## src/rtl/ulpi_reg_ctrl.sv

```systemverilog
// ULPI register access controller: writes two PHY init registers after reset,
// then serves single register reads/writes from a simple request/ack port.
module ulpi_reg_ctrl #(
    parameter logic [7:0] FUNC_CTRL_INIT = 8'h48,
    parameter logic [7:0] OTG_CTRL_INIT  = 8'h00
) (
    input  logic       clk_i,
    input  logic       rst_i,
    input  logic [7:0] ulpi_data_i,
    output logic [7:0] ulpi_data_o,
    input  logic       ulpi_dir_i,
    input  logic       ulpi_nxt_i,
    output logic       ulpi_stp_o,
    input  logic       reg_req_i,
    input  logic       reg_we_i,
    input  logic [5:0] reg_addr_i,
    input  logic [7:0] reg_wdata_i,
    output logic       reg_ack_o,
    output logic [7:0] reg_rdata_o,
    output logic       reg_err_o,
    output logic       init_done_o
);

    typedef enum logic [2:0] {
        S_INIT_FC, S_INIT_OTG, S_IDLE, S_CMD, S_WDATA, S_STP, S_RTURN, S_RDATA
    } state_t;

    state_t     state, state_next, origin;
    logic [5:0] addr_q;
    logic       we_q;
    logic [7:0] wdata_q;
    logic       launch, abort, done, capture;

    always_ff @(posedge clk_i) begin
        if (rst_i) state <= S_INIT_FC;
        else       state <= state_next;
    end

    // The cycle right after an ack is held off so the still-asserted request is not re-taken.
    always_comb begin
        state_next  = state;
        ulpi_data_o = 8'h00;
        ulpi_stp_o  = 1'b0;
        launch      = 1'b0;
        abort       = 1'b0;
        done        = 1'b0;
        capture     = 1'b0;
        case (state)
            S_INIT_FC, S_INIT_OTG: begin
                if (!ulpi_dir_i) begin
                    launch     = 1'b1;
                    state_next = S_CMD;
                end
            end
            S_IDLE: begin
                if (!ulpi_dir_i && reg_req_i && !reg_ack_o) begin
                    launch     = 1'b1;
                    state_next = S_CMD;
                end
            end
            S_CMD: begin
                if (ulpi_dir_i) begin
                    abort      = 1'b1;
                    state_next = origin;
                end else begin
                    ulpi_data_o = {1'b1, ~we_q, addr_q};
                    if (ulpi_nxt_i) state_next = we_q ? S_WDATA : S_RTURN;
                end
            end
            S_WDATA: begin
                if (ulpi_dir_i) begin
                    abort      = 1'b1;
                    state_next = origin;
                end else begin
                    ulpi_data_o = wdata_q;
                    if (ulpi_nxt_i) state_next = S_STP;
                end
            end
            S_STP: begin
                ulpi_stp_o = 1'b1;
                done       = 1'b1;
                state_next = (origin == S_INIT_FC) ? S_INIT_OTG : S_IDLE;
            end
            S_RTURN: begin
                if (ulpi_dir_i) begin
                    state_next = S_RDATA;
                end else begin
                    abort      = 1'b1;
                    state_next = origin;
                end
            end
            S_RDATA: begin
                capture    = 1'b1;
                done       = 1'b1;
                state_next = S_IDLE;
            end
            default: state_next = S_INIT_FC;
        endcase
    end

    // Only accesses launched from IDLE belong to the user; init accesses never ack.
    always_ff @(posedge clk_i) begin
        if (rst_i) begin
            origin      <= S_INIT_FC;
            addr_q      <= 6'h00;
            we_q        <= 1'b0;
            wdata_q     <= 8'h00;
            reg_ack_o   <= 1'b0;
            reg_err_o   <= 1'b0;
            reg_rdata_o <= 8'h00;
            init_done_o <= 1'b0;
        end else begin
            reg_ack_o <= 1'b0;
            reg_err_o <= 1'b0;
            if (launch) begin
                origin <= state;
                case (state)
                    S_INIT_FC: begin
                        addr_q  <= 6'h04;
                        we_q    <= 1'b1;
                        wdata_q <= FUNC_CTRL_INIT;
                    end
                    S_INIT_OTG: begin
                        addr_q  <= 6'h0A;
                        we_q    <= 1'b1;
                        wdata_q <= OTG_CTRL_INIT;
                    end
                    default: begin
                        addr_q  <= reg_addr_i;
                        we_q    <= reg_we_i;
                        wdata_q <= reg_wdata_i;
                    end
                endcase
            end
            if (abort && origin == S_IDLE) begin
                reg_ack_o <= 1'b1;
                reg_err_o <= 1'b1;
            end
            if (done && origin == S_IDLE) reg_ack_o <= 1'b1;
            if (capture) reg_rdata_o <= ulpi_data_i;
            if (done && origin == S_INIT_OTG) init_done_o <= 1'b1;
        end
    end

endmodule

```

## config.mk

```make
export PLATFORM = sky130hd
export DESIGN_NAME = ulpi_reg_ctrl
export DESIGN_NICKNAME = d
export VERILOG_FILES = /design/src/rtl/ulpi_reg_ctrl.sv
export SDC_FILE = /design/constraint.sdc
export NUM_CORES = 1
export LEC_CHECK = 0
export CAP_MARGIN = 15
export CORE_MARGIN = 2
export CORE_UTILIZATION = 49
export DETAILED_ROUTE_END_ITERATION = 8
export HOLD_SLACK_MARGIN = 0.12
export PLACE_DENSITY = 0.85
export SKIP_CTS_REPAIR_TIMING = 1
export SYNTH_ARGS = -nofsm -noshare
export SYNTH_HDL_FRONTEND = slang
export SYNTH_SLANG_ARGS = --single-unit
```

## constraint.sdc

```tcl
create_clock -name clk_i -period 2.4 [get_ports clk_i]
set_input_delay 0.48 -clock clk_i [delete_from_list [all_inputs] [get_ports clk_i]]
set_output_delay 0.48 -clock clk_i [all_outputs]
set_load 0.01 [all_outputs]
```

# Yosys cells after proc, flatten, opt, wreduce, memory -nomap -nowiden
# Index checks and enable logic that the tools add are counted.
dict set report word_totals {
  ff_bits 32
  latch_bits 0
  mem_bits_rw 0
  mem_bits_ro 0
  in_bits 28
  out_inout_bits 20
  elab_cells 62
  n_memories 0
}
dict set report op_classes {
  add_sub_neg 0
  n_mul 0
  div_mod_pow 0
  n_lt_le_gt_ge 0
  n_eq_ne 13
  shifts 0
  n_mux 26
  n_bitwise 1
  n_reduce_logical 13
}
# cell n
set ops {}
lappend ops {{one-hot mux 8 bit (2 select lines)} 2}
lappend ops {{two-way mux 3 bit} 7}
lappend ops {{one-hot mux 3 bit (7 select lines)} 1}
lappend ops {{two-way mux 8 bit} 2}
lappend ops {{== test 3 bit, second input constant} 4}
lappend ops {{one-hot mux 6 bit (2 select lines)} 1}
lappend ops {{== test 3 x 2 -> 1 bit, second input constant} 3}
lappend ops {{two-way mux 1 bit} 9}
lappend ops {{== test 3 x 1 -> 1 bit, second input constant} 2}
lappend ops {{logical NOT 3 bit} 2}
lappend ops {{!= test 3 bit, second input constant} 2}
lappend ops {{OR reduction 2 bit} 3}
lappend ops {{logical AND 1 bit} 5}
lappend ops {{two-way mux 2 bit} 2}
lappend ops {{!= test 2 bit, second input constant} 2}
lappend ops {{one-hot mux 1 bit (2 select lines)} 2}
lappend ops {{AND reduction 4 bit} 1}
lappend ops {{logical NOT 1 bit} 2}
lappend ops {{NOT 1 bit} 1}

# Depth between registers and ports, before layout
# Gate-level depths: netlist (run 1).
dict set report logic_depth {
  depth_word 6
  mapped_depth 7
  mapped_depth_nobuf 4
}

# Worst setup path after synthesis (run 1)
# Ideal clock, no wire load.
dict set report synth_timing {
  path_kind {register -> output}
  startpoint {reg state[2]}
  endpoint {out ulpi_data_o[0]}
  arrival_ns 1.245
  required_time_ns 1.920
  path_slack_ns 0.675
  stages_incl_launch_ff 5
  path_buffers 1
  path_cell_list {dfxtp_1 buf_1 nor3_2 a22oi_1 nor2_1}
}
dict set report synth_via {
  elab_chain_len 2
  word_cells_on_any_way 3
  cone_classes {2 x eq/ne; 1 x mux}
}
# item line
set synth_rtl {}
lappend synth_rtl {{start: declaration} 28} ;# state_t state, state_next, origin;
lappend synth_rtl {{start signal: assignment} 36} ;# else state <= state_next;
lappend synth_rtl {{== test 3 bit or == test 3 x 2 -> 1 bit (tied branches)} 48} ;# case (state)
lappend synth_rtl {{one-hot mux 8 bit (2 select lines) *} 48}
lappend synth_rtl {{end: declaration} 10} ;# output logic [7:0] ulpi_data_o,
# Every way passes the cells marked *; elsewhere a longest branch is shown, timed or not.

# Worst setup path in the final report (run 1)
dict set report layout_timing {
  startpoint {reg state[2]}
  endpoint {out ulpi_stp_o}
}
dict set report layout_via {
  elab_chain_len 2
}
# item line
set layout_rtl {}
lappend layout_rtl {{== test 3 bit} 48}
lappend layout_rtl {{two-way mux 1 bit} 48}
lappend layout_rtl {{end: declaration} 13} ;# output logic ulpi_stp_o,
# Every way passes these cells.

==> results_dict.tcl, run 1 <==
set metrics [dict create \
    rr_worst_depth 4 \
    whs_ps 461 \
    worst_slew_pin_slew_ps 504 \
    crit_end "ulpi_stp_o" \
    cap_violations 0 \
    io_pins 48 \
    drt_wl_total_mm 3.86 \
    clk_pin_slew_worst_paths_ps 100 \
    crit_required_ps 1920 \
    final_nets 263 \
    antenna_cells 0 \
    cts_root_buf "clkbuf_4" \
    area_growth_pct 41.1 \
    cts_sinks 32 \
    die_h_microns 60.3 \
    period_minus_slack_ps 2160 \
    drt.antenna.violating_nets 0 \
    synth.net_count 212 \
    synth_top_area_share_pct 41.2 \
    cp-start-kind "flop" \
    critPathCaptureType "output port" \
    fin_tns_setup_ps 0 \
    slew_viol_final 0 \
    drc 0 \
    async_flop_share_pct 0 \
    cts_made_buffers 5 \
    peakVddDrop_uv 472 \
    timing_hold_violations_final 0 \
    dp_hpwl_mm 2.65 \
    antenna_found_initial 0 \
    setup_viol 0 \
    synth.distinct_cells 41 \
    reg2reg_from "state[0]" \
    drive_above_1_share_pct 12.7 \
    crit_family "buffers and inverters" \
    synth_commonest_cells "dfxtp_1, nor2_1, a21oi_1, nand2_1, nand3_1" \
    ys_seq_area_share_pct 41.2 \
    synth.most_common_cell "dfxtp_1" \
    max_stage_delay_ps 520 \
    syn_inst 184 \
    relSlewSlack_pct 66.3 \
    crit_path_top_delay_cell "clkdlybuf4s50_1" \
    wl_per_cell_microns 13.8 \
    fin_skew_ps 9.74 \
    htreeDepth 2 \
    hold_class "reg -> reg" \
    num-fill-cells 223 \
    yosys-top-cells-area "dfxtp_1, nor2_1, mux2i_1" \
    arrival_ps 1680 \
    dr.pass1.iters 4 \
    fin_crit_sh_pct 89.9 \
    finalInstanceArea_sq_um 2190 \
    vias 1531 \
    reg2reg_slack_ps 610 \
    synth_ff_type "dfxtp_1" \
    vias_per_cell 5.47 \
    synth.cell_area_sq_um 1560 \
    outcome "finished clean" \
    synth_seq_cells 32 \
    rsz0062_at_grt "false" \
    path_buf_inv 2 \
    grt_usage_pct 23.2 \
    p_per_area_nw_per_um2 576 \
    ys.warnings.count 0 \
    worstReg2RegEnd "we_q" \
    core_area_sq_um 3030 \
    grt_max_degree 31 \
    die_width_microns 60.3 \
    crit_fanout 11 \
    initial_core_util_pct 51.4 \
    globalRoute.totalOverflow 0 \
    clk_latency_ps 330 \
    p_leak_nw 0.982 \
    grt_pass1_vias 1360 \
    clock.fmax_mhz 463 \
    detail_route.iter0.violations 113 \
    gp_congestion 0.876 \
    grt_pass1_wl_mm 6.28 \
    num_rows 20 \
    startpoint "state[2]" \
    synth_edf_count 0 \
    path_class "reg -> out" \
    yosysTopAreaCell "dfxtp_1" \
    port_buffers 47 \
    cts_tree "done" \
    final_util_pct 72.5 \
    clockBufferDepth 2 \
    dieArea_sq_um 3640 \
    post_synth.cell_area_avg_sq_um 8.45 \
    dpl_cell_area_sq_um 2090 \
    crit_chain "buf_4 -> and3_1 -> clkdlybuf4s50_1" \
    worst-path-stages 3 \
]
worst min path at each step:
stage,from,endpoint,cells after the start
final,addr_q[5],addr_q[5],2
after global routing,wdata_q[0],wdata_q[0],2
after CTS,addr_q[5],addr_q[5],2
after detailed placement,addr_q[5],addr_q[5],2
after global placement,addr_q[0],addr_q[0],2
after floorplan,addr_q[0],addr_q[0],2
through the flow:
stage	setup WS (ps)	std cells	total power, mW
CTS	-168	280	1.27
finish	242	280	1.26
global placement	93.5	272	0.864
floorplan	675	184	0.772
detailed placement	69.6	272	0.869
global route	156	280	1.32
sequential cells by signal, summed over array words and instances, names as in the netlist:
signal       flops
addr_q           6
init_done_o      1
origin           3
reg_ack_o        1
reg_err_o        1
reg_rdata_o      8
state            3
wdata_q          8
we_q             1
worst register-to-register path: cells and delay by family (launching register included):
kind	cells	cell delay, ps
AND/OR/NAND/NOR	1	420
buffers and inverters	1	230
AO/OA/AOI/OAI	2	690
flip-flops	1	380
routing by layer:
metal  vias to the layer above  global-route usage (%)  part of all wire, %
met4                         0                    6.67                  1.5
met3                         5                    6.40                  7.3
met5                         -                       0                    0
met1                       712                    30.6                   42
met2                        55                    37.3                   50
li1                        759                       -                    -
cells in the final DEF (no fill, tap or decap), types with 3 or more instances in the layout:
cell type	count
dfxtp_1	30
buf_4	9
nor3b_1	3
nor2_1	31
nor3_1	6
o21ai_0	4
a211oi_1	7
clkdlybuf4s50_1	39
a22oi_1	8
mux2i_1	8
nand2_1	14
dlymetal6s2s_1	8
nand3_1	11
inv_1	4
a21oi_1	14
clkbuf_4	5
final cells by class:
type | count | area [sq um] | area share, %
clock inverter | 2 | 35.0 | 1.60
clock buffer | 6 | 41.3 | 1.88
tap | 44 | 55.1 | 2.51
inverter | 4 | 15.0 | 0.684
sequential | 32 | 643 | 29.3
multi-input combinational | 134 | 816 | 37.2
timing repair buffer | 58 | 589 | 26.9
where the power goes:
part / internal [mW] / total (mW) / leakage [nW] / switching [mW]
clock network: 0.218 / 0.402 / 0.0422 / 0.184
logic: 0.136 / 0.278 / 0.679 / 0.142
registers: 0.561 / 0.585 / 0.261 / 0.0236
total: 0.916 / 1.26 / 0.982 / 0.349
cell families after synthesis:
family,after synthesis,synth area share (%)
and+or+nand+nor,79,25.1
AOI/OAI and AO/OA,45,20.8
DFF,32,41.2
buffers and inverters,18,6.52
muxes,9,5.87
xor gates and xnor gates,1,0.563
No activity file was read; power rests on OpenSTA's default activity.
==> inputs of run 2 (changes only) <==
--- a/config.mk
+++ b/config.mk
@@ -10,8 +10,9 @@
 export CORE_UTILIZATION = 49
 export DETAILED_ROUTE_END_ITERATION = 8
 export HOLD_SLACK_MARGIN = 0.12
-export PLACE_DENSITY = 0.85
+export PLACE_DENSITY = 0.83
 export SKIP_CTS_REPAIR_TIMING = 1
+export SLEW_MARGIN = 20
 export SYNTH_ARGS = -nofsm -noshare
 export SYNTH_HDL_FRONTEND = slang
 export SYNTH_SLANG_ARGS = --single-unit
==> constraint.sdc (replaced) <==
create_clock -name clk_i -period 2.4 [get_ports clk_i]
set_input_delay 0.24 -clock clk_i [delete_from_list [all_inputs] [get_ports clk_i]]
set_output_delay 0.24 -clock clk_i [all_outputs]
set_load 0.01 [all_outputs]
==> run 2 against run 1 <==
- first-iteration DRC count is 35% lower
- global-route usage up 0.67 points
- count of clock-buffer cells in the layout unchanged
- register-to-register slack got worse by 180 ps
- largest power group unchanged
==> results_dict.tcl, run 2 (synthesis gave the netlist of run 1 again) <==
set metrics [dict create \
    outcome "finished clean" \
    clk_pin_slew_worst_paths_ps 100 \
    htreeDepth 2 \
    drt-met1-wl_mm 1.75 \
    drt_wl_total_mm 3.95 \
    peakVddDrop_uv 465 \
    die_width_microns 60.3 \
    clk_latency_ps 330 \
    crit_chain "inv_1 -> nor3_4 -> buf_4 -> a22oi_1 -> nor2_1 -> clkdlybuf4s50_1" \
    highest_layer "met4" \
    crit_required_ps 2160 \
    crit_fanout 7 \
    reg2reg_from "state[0]" \
    io_pins 48 \
    wl_per_cell_microns 14.2 \
    p_per_area_nw_per_um2 552 \
    timing_hold_violations_final 0 \
    fin_tns_setup_ps 0 \
    hold_depth 2 \
    hold_class "reg -> reg" \
    arrival_ps 1980 \
    setup_viol 0 \
    grt_pass1_wl_mm 6.45 \
    initial_core_util_pct 51.4 \
    antenna_found_initial 0 \
    whs_endpoint "addr_q[5]" \
    detail_route.iter0.violations 73 \
    gp_congestion 0.883 \
    port_buffers 47 \
    top_regs "reg_rdata_o (8), wdata_q (8), addr_q (6)" \
    clockBufferDepth 2 \
    drt.antenna.violating_nets 0 \
    dp_hpwl_mm 2.80 \
    slew_viol_final 0 \
    die_h_microns 60.3 \
    dp_cells 271 \
    path_class "reg -> out" \
    clock.fmax_mhz 450 \
    hold_start "addr_q[5]" \
    relSlewSlack_pct 63.1 \
    critPathCaptureType "output port" \
    rr_worst_depth 5 \
    cts_sinks 32 \
    antenna_cells 0 \
    final_cells 279 \
    worstReg2RegEnd "we_q" \
    pre_cts_slack_ps 257 \
    startpoint "state[0]" \
    cts_tree "done" \
    crit_path_top_delay_cell "clkdlybuf4s50_1" \
    cts_root_buf "clkbuf_4" \
    drc 0 \
    cts_made_buffers 5 \
    rsz0062_at_grt "false" \
    met2_wirelength_mm 1.94 \
    max_stage_delay_ps 550 \
    vias_per_cell 5.49 \
    fin_skew_ps 5.08 \
    whs_ps 461 \
    dr.pass1.iters 4 \
    grt_max_degree 31 \
    worst_slack_ps 179 \
    area_growth_pct 37.5 \
    final_nets 262 \
    num_rows 20 \
    final_common_cell "clkdlybuf4s50_1" \
    grt_usage_pct 23.8 \
    fin_crit_sh_pct 92.6 \
    drive_above_1_share_pct 11.9 \
    cap_violations 0 \
    reg2reg_slack_ps 430 \
    cp-start-kind "flop" \
    worst_slew_pin_slew_ps 553 \
    p_leak_nw 0.820 \
    period_minus_slack_ps 2220 \
    layout_common_cells "clkdlybuf4s50_1, nor2_1, dfxtp_1" \
    dieArea_sq_um 3640 \
    final_util_pct 70.6 \
    met3WireLength_microns 159 \
    grt_pass1_vias 1492 \
    globalRoute.totalOverflow 0 \
    core_area_sq_um 3030 \
    vias 1532 \
]
-- run 2: cell count changes in the layout (fill, tap and decap cells not counted), sizes merged --
cell | before | now
bufinv | 1 | 0
clkinv | 1 | 2
buf | 11 | 10
dlymetal6s2s | 8 | 0
clkdlybuf4s50 | 39 | 47
-- run 2: final cells by class --
cell class / count / area (sq um)
sequential: 32 / 642
clock buffer: 6 / 51.3
fill: 246 / 890
clock inverter: 2 / 10.0
multi-input combinational: 134 / 820
timing repair buffer: 57 / 546
inverter: 4 / 15.0
tap: 44 / 55.1
-- run 2: routing by layer --
| layer | vias to the layer above | global-route usage [%] |
|---|---|---|
| li1 | 758 | - |
| met1 | 723 | 29.0 |
| met2 | 39 | 39.0 |
| met3 | 12 | 5.97 |
| met4 | 0 | 12.4 |
| met5 | - | 0 |
-- run 2: report_power, final --
part           switching, mW  leakage, nW  internal (mW)
combinational          0.148        0.520          0.131
clock                  0.183       0.0380          0.139
sequential            0.0192        0.261          0.560
total                  0.351        0.820          0.830
-- run 2: how the worst max path moves through the flow --
stage and end:
6_report ulpi_data_o[3], 5_1_grt ulpi_data_o[3], 4_1_cts ulpi_data_o[1], 3_5_place_dp we_q, 3_3_place_gp we_q, 2_1_floorplan we_q
-- run 2: critical path: cells and delay by family (launching register included) --
kind,cells,cell delay (ps)
compound gates,1,70
buf+inv,3,860
flops,1,360
simple gates,2,360
-- run 2: metrics by stage --
| stage | cell area, sq um | total power [mW] |
|---|---|---|
| floorplan | 1560 | 0.772 |
| global placement | 2070 | 0.858 |
| detailed placement | 2070 | 0.865 |
| CTS | 2130 | 1.18 |
| global route | 2140 | 1.24 |
| finish | 2140 | 1.18 |
